$ cat src/rtl/cricket_pkg.sv
// Shared delivery encoding, FSM states and run lookup for the innings tracker.
package cricket_pkg;

    localparam logic [2:0] RES_DOT  = 3'd0;
    localparam logic [2:0] RES_ONE  = 3'd1;
    localparam logic [2:0] RES_TWO  = 3'd2;
    localparam logic [2:0] RES_FOUR = 3'd3;
    localparam logic [2:0] RES_SIX  = 3'd4;
    localparam logic [2:0] RES_OUT  = 3'd5;

    typedef enum logic [1:0] {
        IDLE  = 2'd0,
        COUNT = 2'd1,
        DONE  = 2'd2
    } state_t;

    // Codes 6 and 7 are unused by the field logic and score as dots.
    function automatic logic [2:0] runs_of(input logic [2:0] result);
        case (result)
            RES_ONE:  runs_of = 3'd1;
            RES_TWO:  runs_of = 3'd2;
            RES_FOUR: runs_of = 3'd4;
            RES_SIX:  runs_of = 3'd6;
            default:  runs_of = 3'd0;
        endcase
    endfunction

endpackage

$ cat src/rtl/bcd_score_counter.sv
// Packed BCD up-counter with ripple carry; holds at all nines.
module bcd_score_counter #(
    parameter int DIGITS = 3
) (
    input  logic              clock,
    input  logic              reset,
    input  logic              inc,
    output logic [4*DIGITS-1:0] bcd,
    output logic              at_max
);

    logic [4*DIGITS-1:0] bcd_nxt;
    logic                carry;

    always_comb begin
        at_max = 1'b1;
        for (int i = 0; i < DIGITS; i++)
            if (bcd[4*i +: 4] != 4'd9) at_max = 1'b0;
    end

    always_comb begin
        bcd_nxt = bcd;
        carry   = inc && !at_max;
        for (int i = 0; i < DIGITS; i++) begin
            if (carry) begin
                if (bcd[4*i +: 4] == 4'd9) begin
                    bcd_nxt[4*i +: 4] = 4'd0;
                end else begin
                    bcd_nxt[4*i +: 4] = bcd[4*i +: 4] + 4'd1;
                    carry = 1'b0;
                end
            end
        end
    end

    always_ff @(posedge clock) begin
        if (reset) bcd <= '0;
        else       bcd <= bcd_nxt;
    end

endmodule

$ cat src/rtl/cricket_innings_tracker.sv
// Innings scorekeeper: accepts deliveries, animates the BCD score one run per clock.
// Define TARGET_CHASE_EN to add the run-chase target and win/loss flags.
module cricket_innings_tracker
    import cricket_pkg::*;
#(
    parameter int BALLS_PER_OVER = 6,
    parameter int MAX_OVERS      = 5,
    parameter int MAX_WICKETS    = 1,
    parameter int SCORE_DIGITS   = 3
) (
    input  logic                      clock,
    input  logic                      reset,
    input  logic                      ball_valid,
    input  logic [2:0]                ball_result,
    output logic                      ball_ready,
    output logic                      ball_dropped,
    output logic [4*SCORE_DIGITS-1:0] score_bcd,
    output logic [2:0]                runs_pending,
    output logic [2:0]                last_runs,
    output logic [3:0]                ball_in_over,
    output logic [3:0]                overs_done,
    output logic [3:0]                wickets,
    output logic                      game_over
`ifdef TARGET_CHASE_EN
    ,
    input  logic [4*SCORE_DIGITS-1:0] target_bcd,
    output logic                      chase_won,
    output logic                      chase_lost
`endif
);

    state_t     state, state_nxt;
    logic       accept, counting, at_max, chase_hit, win;
    logic       end_acc, end_cnt;
    logic [2:0] runs;
    logic [3:0] bio_nxt, ovr_nxt, wkt_nxt;

    assign ball_ready = (state == IDLE);
    assign game_over  = (state == DONE);
    assign counting   = (state == COUNT);
    assign accept     = ball_valid && ball_ready;
    assign runs       = runs_of(ball_result);

    always_comb begin
        bio_nxt = ball_in_over + 4'd1;
        ovr_nxt = overs_done;
        if (bio_nxt == 4'(BALLS_PER_OVER)) begin
            bio_nxt = 4'd0;
            ovr_nxt = overs_done + 4'd1;
        end
        wkt_nxt = wickets;
        if (ball_result == RES_OUT && wickets != 4'(MAX_WICKETS))
            wkt_nxt = wickets + 4'd1;
    end

    assign end_acc = (wkt_nxt == 4'(MAX_WICKETS)) || (ovr_nxt == 4'(MAX_OVERS));
    assign end_cnt = (wickets == 4'(MAX_WICKETS)) || (overs_done == 4'(MAX_OVERS));

    // The score about to be bumped exceeds the target iff it already equals or beats it;
    // packed BCD orders like binary, so a plain compare works.
`ifdef TARGET_CHASE_EN
    assign chase_hit = (score_bcd >= target_bcd);
`else
    assign chase_hit = 1'b0;
`endif
    assign win = counting && chase_hit && !at_max;

    always_ff @(posedge clock) begin
        if (reset) state <= IDLE;
        else       state <= state_nxt;
    end

    always_comb begin
        state_nxt = state;
        case (state)
            IDLE: begin
                if (accept) begin
                    if (runs != 3'd0)  state_nxt = COUNT;
                    else if (end_acc)  state_nxt = DONE;
                end
            end
            COUNT: begin
                if (win)                        state_nxt = DONE;
                else if (runs_pending == 3'd1)  state_nxt = end_cnt ? DONE : IDLE;
            end
            default: state_nxt = state;
        endcase
    end

    always_ff @(posedge clock) begin
        if (reset) begin
            ball_dropped <= 1'b0;
            runs_pending <= 3'd0;
            last_runs    <= 3'd0;
            ball_in_over <= 4'd0;
            overs_done   <= 4'd0;
            wickets      <= 4'd0;
        end else begin
            ball_dropped <= ball_valid && !ball_ready;
            if (accept) begin
                runs_pending <= runs;
                last_runs    <= runs;
                ball_in_over <= bio_nxt;
                overs_done   <= ovr_nxt;
                wickets      <= wkt_nxt;
            end else if (counting) begin
                runs_pending <= win ? 3'd0 : runs_pending - 3'd1;
            end
        end
    end

`ifdef TARGET_CHASE_EN
    always_ff @(posedge clock) begin
        if (reset) begin
            chase_won  <= 1'b0;
            chase_lost <= 1'b0;
        end else if (win) begin
            chase_won  <= 1'b1;
        end else if (state != DONE && state_nxt == DONE) begin
            chase_lost <= 1'b1;
        end
    end
`endif

    bcd_score_counter #(.DIGITS(SCORE_DIGITS)) u_score (
        .clock  (clock),
        .reset  (reset),
        .inc    (counting),
        .bcd    (score_bcd),
        .at_max (at_max)
    );

endmodule

$ cat config.mk
export PLATFORM = sky130hd
export DESIGN_NAME = cricket_innings_tracker
export DESIGN_NICKNAME = d
export VERILOG_FILES = /design/src/rtl/cricket_pkg.sv /design/src/rtl/bcd_score_counter.sv /design/src/rtl/cricket_innings_tracker.sv
export SDC_FILE = /design/constraint.sdc
export NUM_CORES = 1
export LEC_CHECK = 0
export ABC_AREA = 1
export CAP_MARGIN = 0
export CORE_UTILIZATION = 52
export CTS_BUF_LIST = sky130_fd_sc_hd__clkbuf_2
export DETAILED_ROUTE_END_ITERATION = 6
export GPL_TIMING_DRIVEN = 1
export PLACE_DENSITY = 0.81
export SLEW_MARGIN = 0
export SYNTH_ARGS = -nofsm -noshare
export SYNTH_HDL_FRONTEND = slang
export SYNTH_SLANG_ARGS = --single-unit
$ cat constraint.sdc
create_clock -name clock -period 2.3 [get_ports clock]
set_input_delay 0.345 -clock clock [delete_from_list [all_inputs] [get_ports clock]]
set_output_delay 0.345 -clock clock [all_outputs]
set_load 0.03 [all_outputs]
Word-level counts from Yosys, hierarchy flattened
Index checks and enable logic that the tools add are counted.
{"block": "totals", "regBits": 33, "output_inout_bits": 33, "word_cells": 75}
{"block": "classes", "addsub": 7, "eq_ne": 23, "mux": 22, "reduce_logical": 13}
{"op": "4-bit by 1-bit adder with 4-bit output (second input constant)", "n": 6}
{"op": "4-bit 2-to-1 mux", "n": 6}
{"op": "4-bit by 3-bit == test with 1-bit output (second input constant)", "n": 3}
{"op": "4-bit == test (second input constant)", "n": 3}
{"op": "4-bit != test (second input constant)", "n": 3}
{"op": "3-bit case mux with 4 select lines", "n": 1}
{"op": "2-bit 2-to-1 mux", "n": 5}
{"op": "4-bit by 1-bit == test with 1-bit output (second input constant)", "n": 2}
{"op": "1-bit 2-to-1 mux", "n": 7}
{"op": "3-bit by 1-bit == test with 1-bit output (second input constant)", "n": 2}
{"op": "3-bit by 2-bit == test with 1-bit output (second input constant)", "n": 2}
{"op": "3-bit == test (second input constant)", "n": 2}
{"op": "3-bit 2-to-1 mux", "n": 2}
{"op": "1-bit logical AND", "n": 4}
{"op": "4-bit by 1-bit != test with 1-bit output (second input constant)", "n": 1}
{"op": "2-bit case mux with 2 select lines", "n": 1}
{"op": "4-bit AND reduction", "n": 1}
{"op": "2-bit nonzero test", "n": 2}
{"op": "3-bit by 1-bit != test with 1-bit output (second input constant)", "n": 1}
{"op": "3-bit nonzero test", "n": 1}
{"op": "3-bit by 1-bit subtractor with 3-bit output (second input constant)", "n": 1}
{"op": "2-bit by 1-bit == test with 1-bit output (second input constant)", "n": 1}
{"op": "2-bit == test (second input constant)", "n": 1}
{"op": "1-bit zero test", "n": 2}
{"op": "4 further kinds", "n": 5}

Depth between registers and ports, before layout
Gate-level depths: netlist of the first run.
{"block": "logic_depth", "ltp_word": 9, "depth_mapped": 13, "depth_no_buf": 13}

Hierarchy
From an unflattened synthesis of the first run, not the netlist that was laid out.
{"block": "hier_totals", "hier_cells": 288, "area_unflattened_um2": 1941.9}
{"module": "cricket_innings_tracker", "n_inst": 1, "cells_each": 191, "area_each_um2": 1268.7}
{"module": "bcd_score_counter", "n_inst": 1, "cells_each": 97, "area_each_um2": 673.1}

Worst setup path before layout of the first run
OpenSTA, ideal clock, no wires.
{"block": "synth_timing", "kind": "register -> register", "start": "register ball_in_over[0]", "end": "register state[0]", "setup_ns": 0.115, "t_arrival_ns": 1.718, "slack_ns": 0.467, "stages_incl_launch_ff": 12, "n_path_buf": 0, "period_less_slack_ns": 1.833, "cell_sequence": "dfxtp_1 ha_1 xor2_2 nand3_2 nand2_1 nand2_1 nor2_1 nand2_1 nand2_2 nand3_1 nand2_1 nor2_1"}
{"block": "synth_between", "elab_chain_len": 7}
{"item": "start: declaration", "line_no": "cricket_innings_tracker.sv:20", "source": "output logic [3:0] ball_in_over,"}
{"item": "start signal: assignment", "line_no": "cricket_innings_tracker.sv:103", "source": "ball_in_over <= bio_nxt;"}
{"item": "4-bit by 1-bit adder with 4-bit output", "line_no": "cricket_innings_tracker.sv:45", "source": "bio_nxt = ball_in_over + 4'd1;"}
{"item": "4-bit by 3-bit == test with 1-bit output", "line_no": "cricket_innings_tracker.sv:47", "source": "if (bio_nxt == 4'(BALLS_PER_OVER)) begin"}
{"item": "4-bit 2-to-1 mux", "line_no": "cricket_innings_tracker.sv:47"}
{"item": "4-bit by 3-bit == test with 1-bit output", "line_no": "cricket_innings_tracker.sv:56", "source": "assign end_acc = (wkt_nxt == 4'(MAX_WICKETS)) || (ovr_nxt == 4'(MAX_OVERS));"}
{"item": "1-bit logical OR", "line_no": "cricket_innings_tracker.sv:56"}
{"item": "3-bit by 1-bit != test with 1-bit output (no line)"}
{"item": "4-bit AND reduction (no line)"}
{"item": "end signal: assignment", "line_no": "cricket_innings_tracker.sv:70", "source": "else state <= state_nxt;"}
{"item": "end: declaration", "line_no": "cricket_innings_tracker.sv:32", "source": "state_t state, state_nxt;"}
No other way between the ends.
A chain may end at the register's enable or synchronous reset.

Worst setup path in the final report of the first run
{"block": "layout_timing", "start": "register state[0]", "end": "output ball_ready"}
{"block": "layout_between", "elab_chain_len": 1}
{"item": "2-bit zero test", "line_no": "cricket_innings_tracker.sv:38", "source": "assign ball_ready = (state == IDLE);"}
{"item": "end: declaration", "line_no": "cricket_innings_tracker.sv:15", "source": "output logic ball_ready,"}
No other way between the ends.

==> results of run 1 <==
==> where the power goes <==
part	internal, W	switching (W)
combinational	0.000277	0.000429
sequential	0.000644	0.0000910
clock	0.000186	0.000197
total	0.00111	0.000717
==> through the flow <==
| stage | instances | cell area (um^2) | worst slack (ps) | hold slack (ps) | utilization (%) |
|---|---|---|---|---|---|
| after floorplan | 268 | 1820 | 467 | 454 | - |
| after global placement | 348 | 2250 | 402 | 462 | 67.5 |
| after detailed placement | 348 | 2250 | 374 | 471 | 67.5 |
| after CTS | 356 | 2320 | 224 | 492 | 69.4 |
| after global routing | 356 | 2320 | 208 | 503 | 69.4 |
| final | 356 | 2320 | 244 | 493 | 69.4 |
==> logic make-up after synthesis <==
| kind of cell | count (synthesis) | share of synthesized area (%) |
|---|---|---|
| and+or+nand+nor | 117 | 28.3 |
| buffers and inverters | 54 | 11.2 |
| AOI/OAI and AO/OA | 53 | 17.0 |
| DFF | 33 | 36.2 |
| adders and majority gates | 8 | 5.49 |
| xor gates and xnor gates | 3 | 1.85 |
==> area by class of cell <==
cell class	instances	share of cell area, %
clock buffer	6	1.30
timing repair buffer	40	17.1
inverter	48	7.78
sequential	33	28.5
tap	46	2.49
multi-input combinational	181	41.4
clock inverter	2	1.46
==> layout by cell type, fill, tap and decap left out, drive strengths merged, types with 3 or more instances in the layout <==
cell type / netlist / routed
o21ai: 16 / 16
clkdlybuf4s50: 0 / 38
inv: 48 / 48
nor2: 27 / 27
nand3: 16 / 16
nand4: 11 / 11
ha: 8 / 8
o211ai: 3 / 3
dfxtp: 33 / 33
nand2: 60 / 60
a21oi: 25 / 25
clkbuf: 5 / 6
==> sequential cells by signal, summed over array words and instances, names as in the netlist <==
register,count
wickets,4
runs_pending,3
overs_done,4
last_runs,3
state,2
u_score.bcd,12
ball_dropped,1
ball_in_over,4
==> how the worst min path moves through the flow <==
stage	startpoint	endpoint	slack (ps)	cells after the start
final	state[1]	state[1]	490	2
after global routing	ball_valid	ball_dropped	500	3
after CTS	state[1]	state[1]	490	2
after detailed placement	state[1]	state[1]	470	2
after global placement	state[1]	state[1]	460	2
after floorplan	state[1]	state[1]	450	2
==> worst register-to-register path, stage by stage (launching register included) <==
cell and delay [ps]:
sky130_fd_sc_hd__dfxtp_1 480, sky130_fd_sc_hd__ha_1 230, sky130_fd_sc_hd__xor2_2 290, sky130_fd_sc_hd__nand3_2 170, sky130_fd_sc_hd__nand2_1 90, sky130_fd_sc_hd__nand2_1 60
sky130_fd_sc_hd__nor2_1 130, sky130_fd_sc_hd__nand2_1 80, sky130_fd_sc_hd__nand2_2 80, sky130_fd_sc_hd__nand3_1 60, sky130_fd_sc_hd__nand2_1 80, sky130_fd_sc_hd__nor2_1 40
==> routing by layer <==
layer / global-route usage (%) / vias up
met5: 0 / -
met4: 9.42 / 0
met3: 5.67 / 7
met2: 36.0 / 45
met1: 29.5 / 804
li1: - / 956
==> cells in the mapped netlist (2+ instances only) <==
cell type | count | share of area [%]
sky130_fd_sc_hd__nand2_1 | 58 | 12
sky130_fd_sc_hd__inv_1 | 41 | 8.4
sky130_fd_sc_hd__dfxtp_1 | 33 | 36
sky130_fd_sc_hd__nor2_1 | 26 | 5.4
sky130_fd_sc_hd__a21oi_1 | 23 | 6.3
sky130_fd_sc_hd__o21ai_0 | 16 | 4.4
sky130_fd_sc_hd__nand3_1 | 14 | 3.8
sky130_fd_sc_hd__nand4_1 | 11 | 3.8
sky130_fd_sc_hd__ha_1 | 8 | 5.5
sky130_fd_sc_hd__inv_2 | 7 | 1.4
sky130_fd_sc_hd__clkbuf_1 | 5 | 1.0
sky130_fd_sc_hd__o211ai_1 | 3 | 1.2
sky130_fd_sc_hd__a211oi_1 | 2 | 0.82
sky130_fd_sc_hd__a21oi_2 | 2 | 0.96
sky130_fd_sc_hd__a31oi_1 | 2 | 0.69
sky130_fd_sc_hd__nand2_2 | 2 | 0.69
sky130_fd_sc_hd__nand3_2 | 2 | 1.1
sky130_fd_sc_hd__nor3_1 | 2 | 0.55
sky130_fd_sc_hd__o221a_2 | 2 | 1.2
==> results.json, run 1 <==
{
  "chipHeight_um": 61.2,
  "r2r.worst_path.cells": 11,
  "post_cts_setup_driven_buffer_insertion_count": 0,
  "dr.max_layer_used": "met4",
  "globalplace.congestion": 0.892,
  "unrepaired_setup_endpoints_after_global_routing": "false",
  "yosysWarningCount": 0,
  "antenna_found_initial": 0,
  "run_status": "completed",
  "met3_wirelength_um": 221,
  "multi_input_gate_area_um2": 958,
  "fmax_mhz": 486,
  "critPathLaunchType": "register",
  "cts.sink_count": 33,
  "number_of_buffers_inserted_for_hold_repair_after_clock_tree_synthesis": 0,
  "static-leakage-power_nw": 1.02,
  "route.met2.wl_um": 1840,
  "synth_async_sr_flop_share_pct": 0,
  "worstReg2RegStart": "ball_in_over[0]",
  "worstSetupEndpointType": "output pin",
  "ys_types": 28,
  "cts_buffer_depth": 2,
  "cts_tree": "yes",
  "reg2reg_setup_slack_ps": 450,
  "cts_resized": 0,
  "crit_family": "buffers and inverters",
  "mappedNetlistNets": 282,
  "drtIter0Drc": 130,
  "htreeDepth": 2,
  "globalRouteOverflowTotal": 0,
  "worst_setup_path_endpoint": "ball_ready",
  "skew_ps": 12.0,
  "slew_headroom_pct": 69.0,
  "clk_transition_reported_paths_ps": 170,
  "worst_ep_required_time_ps": 1960,
  "drc": 0,
  "setup.worst_path.start": "state[0]",
  "floorplan.die_area_mm2": 0.00375,
  "detail-route-antenna-nets": 0,
  "peak_ir_drop_on_the_vdd_network_uv": 439,
  "core-area_mm2": 0.00334,
  "ys_seq_area_share_pct": 36.2,
  "crit_chain": "nor2_1, clkdlybuf4s50_1",
  "wl_um": 3940,
  "cts_root_buffer": "sky130_fd_sc_hd__clkbuf_2",
  "report.final.slew_viol_count": 0,
  "critical_path.max_stage_delay_ps": 730,
  "worstMarginPinSlew_ps": 461,
  "cap_viol_max_count": 0,
  "drt-met1-wl_um": 1830,
  "layout_min_cycle_time_ps": 2060,
  "num-nets-final": 323,
  "synth_seq_cells": 33,
  "setup-violations-final": 0,
  "power.density_cell_area_mw_per_mm2": 787,
  "synth_cells": 268,
  "worst_endpoint_data_arrival_time_ps": 1710,
  "timing.critical_path.buf_inv": 1,
  "global_route.usage.total_pct": 22.7,
  "cp.depth": 2,
  "crit_fanout": 4,
  "detail_route.first_pass.iterations": 4,
  "vias": 1812,
  "synthesis.area_per_instance_um2": 6.80,
  "reg2reg_to": "state[0]",
  "hold_violation_total_from_the_final_report": 0,
  "place_hpwl_um": 2870,
  "num-fill-cells": 300,
  "antennaDiodeCount": 0,
  "totalPowerFinal_w": 0.00182,
  "criticalPathCategory": "register to output pin",
  "numCtsBuffers": 5,
  "clk_lat_worst_skew_ps": 370,
  "hold_path.class": "register to register",
  "flow.area_growth_from_synthesis_pct": 27.0,
  "first_pass_grt_wire_length_um": 6310,
  "design.portCount": 39,
  "synth_edf_count": 0,
  "detail_route.vias_per_cell": 5.09,
  "core.rowCount": 21,
  "io_buffer_count": 38,
  "totalNegativeSetupSlack_ps": 0,
  "post_route_cells_drive_above_1_share_pct": 8.39,
  "synthFlopType": "sky130_fd_sc_hd__dfxtp_1",
  "netlist_area_mm2": 0.00182,
  "grt_pass1_vias": 1509,
  "critical-path-slowest-cell": "sky130_fd_sc_hd__clkdlybuf4s50_1",
  "sequential_cell_area_um2": 661,
  "finalCritPeriodShare_pct": 89.4,
  "die_width_um": 61.2,
  "avgRoutedWirePerCell_um": 11.1,
  "initial_util_pct": 54.6,
  "grt_start_max_net_pins": 21
}
(Power assumes the default switching activity.)
==> run 2, diff against run 1 <==
CELL_PAD_IN_SITES_DETAIL_PLACEMENT = 1   (was not set)
CELL_PAD_IN_SITES_GLOBAL_PLACEMENT = 2   (was not set)
CORE_UTILIZATION = 28   (was 52)
PLACE_DENSITY = not set   (was 0.81)
PLACE_DENSITY_LB_ADDON = 0.1   (was not set)
==> results.json, run 2 (synthesized netlist as in run 1, its figures left out) <==
{
  "power.density_cell_area_mw_per_mm2": 753,
  "avgRoutedWirePerCell_um": 12.8,
  "grt_start_max_net_pins": 21,
  "run_status": "completed",
  "htreeDepth": 2,
  "most-common-layout-cells": "sky130_fd_sc_hd__nand2_1, sky130_fd_sc_hd__inv_1, sky130_fd_sc_hd__clkdlybuf4s50_1, sky130_fd_sc_hd__dfxtp_1, sky130_fd_sc_hd__nor2_1",
  "hold_path.class": "input port to register",
  "detail_route.first_pass.iterations": 4,
  "die_width_um": 82.7,
  "clk_lat_worst_skew_ps": 390,
  "cts_root_buffer": "sky130_fd_sc_hd__clkbuf_2",
  "number_of_buffers_inserted_for_hold_repair_after_clock_tree_synthesis": 0,
  "worst_endpoint_data_arrival_time_ps": 1740,
  "numCtsBuffers": 5,
  "cts_resized": 0,
  "first_pass_grt_wire_length_um": 7940,
  "crit_fanout": 4,
  "antennaDiodeCount": 0,
  "postLayoutCellArea_mm2": 0.00235,
  "sequential_cell_area_um2": 661,
  "chipHeight_um": 82.7,
  "fmax_mhz": 479,
  "grt_pass1_vias": 1646,
  "worstSetupEndpointType": "output pin",
  "drtIter0Drc": 31,
  "skew_ps": 21.8,
  "initial_util_pct": 28.9,
  "layout_min_cycle_time_ps": 2090,
  "worstMarginPinSlew_ps": 422,
  "hold_violation_total_from_the_final_report": 0,
  "detail-route-antenna-nets": 0,
  "flow.area_growth_from_synthesis_pct": 29.1,
  "largest_register_ffs": 12,
  "core-area_mm2": 0.00631,
  "place_hpwl_um": 3640,
  "mostFrequentLayoutCell": "sky130_fd_sc_hd__nand2_1",
  "unrepaired_setup_endpoints_after_global_routing": "false",
  "worst_ep_required_time_ps": 1960,
  "detail_route.vias_per_cell": 4.69,
  "drc": 0,
  "cts_buffer_depth": 2,
  "clk_transition_reported_paths_ps": 200,
  "static-leakage-power_nw": 1.02,
  "setup-violations-final": 0,
  "wl_um": 5010,
  "antenna_found_initial": 0,
  "finalCritPeriodShare_pct": 90.7,
  "vias": 1830,
  "cts.sink_count": 33,
  "core.rowCount": 29,
  "largest_register": "u_score.bcd",
  "cts_tree": "yes",
  "peak_ir_drop_on_the_vdd_network_uv": 306,
  "io_buffer_count": 38,
  "global_route.usage.total_pct": 15.5,
  "postPlaceCellArea_mm2": 0.00231,
  "report.final.slew_viol_count": 0,
  "multi_input_gate_area_um2": 958,
  "criticalPathCategory": "register to output pin",
  "cap_viol_max_count": 0,
  "post_cts_setup_driven_buffer_insertion_count": 0,
  "critPathLaunchType": "register",
  "num-fill-cells": 823,
  "totalNegativeSetupSlack_ps": 0,
  "floorplan.die_area_mm2": 0.00684,
  "design.portCount": 39,
  "slew_headroom_pct": 71.6,
  "globalplace.congestion": 0.783,
  "globalRouteOverflowTotal": 0,
  "post_route_cells_drive_above_1_share_pct": 9.58,
  "num-nets-final": 326
}
run 2: metal layers:
metal,GRT usage (%),wire length (um),vias to the layer above
met2,24.3,2220,33
met1,21.0,2560,835
met4,4.66,63,0
met5,0,0,-
met3,3.63,163,6
li1,-,-,956
run 2: metrics by stage:
stage                     setup slack [ps]  hold slack (ps)  util, %  std cells  total power, W
after floorplan                        467              454        -        268         0.00122
after global placement                 348              469     36.6        382         0.00149
after detailed placement               328              474     36.6        382         0.00150
after CTS                              171              467     37.3        390         0.00180
after global routing                  87.9              475     37.3        390         0.00192
final                                  214              491     37.3        390         0.00177
run 2: report_power, final:
part	switching, W	internal [W]
clock	0.000217	0.0000764
sequential	0.0000912	0.000644
combinational	0.000454	0.000289
total	0.000762	0.00101
run 2: worst paths after layout:
check	slack, ps	start	cells after the start	end
max	210	state[1]	2	ball_ready
min	490	ball_valid	3	ball_dropped
max reg2reg	570	ball_in_over[0]	11	state[0]
min reg2reg	490	state[1]	2	state[1]
run 2: critical path, cell delays in order (launching register included):
cell and delay [ps]:
sky130_fd_sc_hd__dfxtp_1 360, sky130_fd_sc_hd__nor2_1 260, sky130_fd_sc_hd__clkdlybuf4s50_1 730
run 2: cell type report:
cell class | count | share of cell area, %
Timing Repair Buffer | 43 | 17.8
Clock inverter | 2 | 0.425
Tap cell | 77 | 4.09
Multi-Input combinational cell | 181 | 40.7
Inverter | 48 | 7.66
Sequential cell | 33 | 28.1
Clock buffer | 6 | 1.28
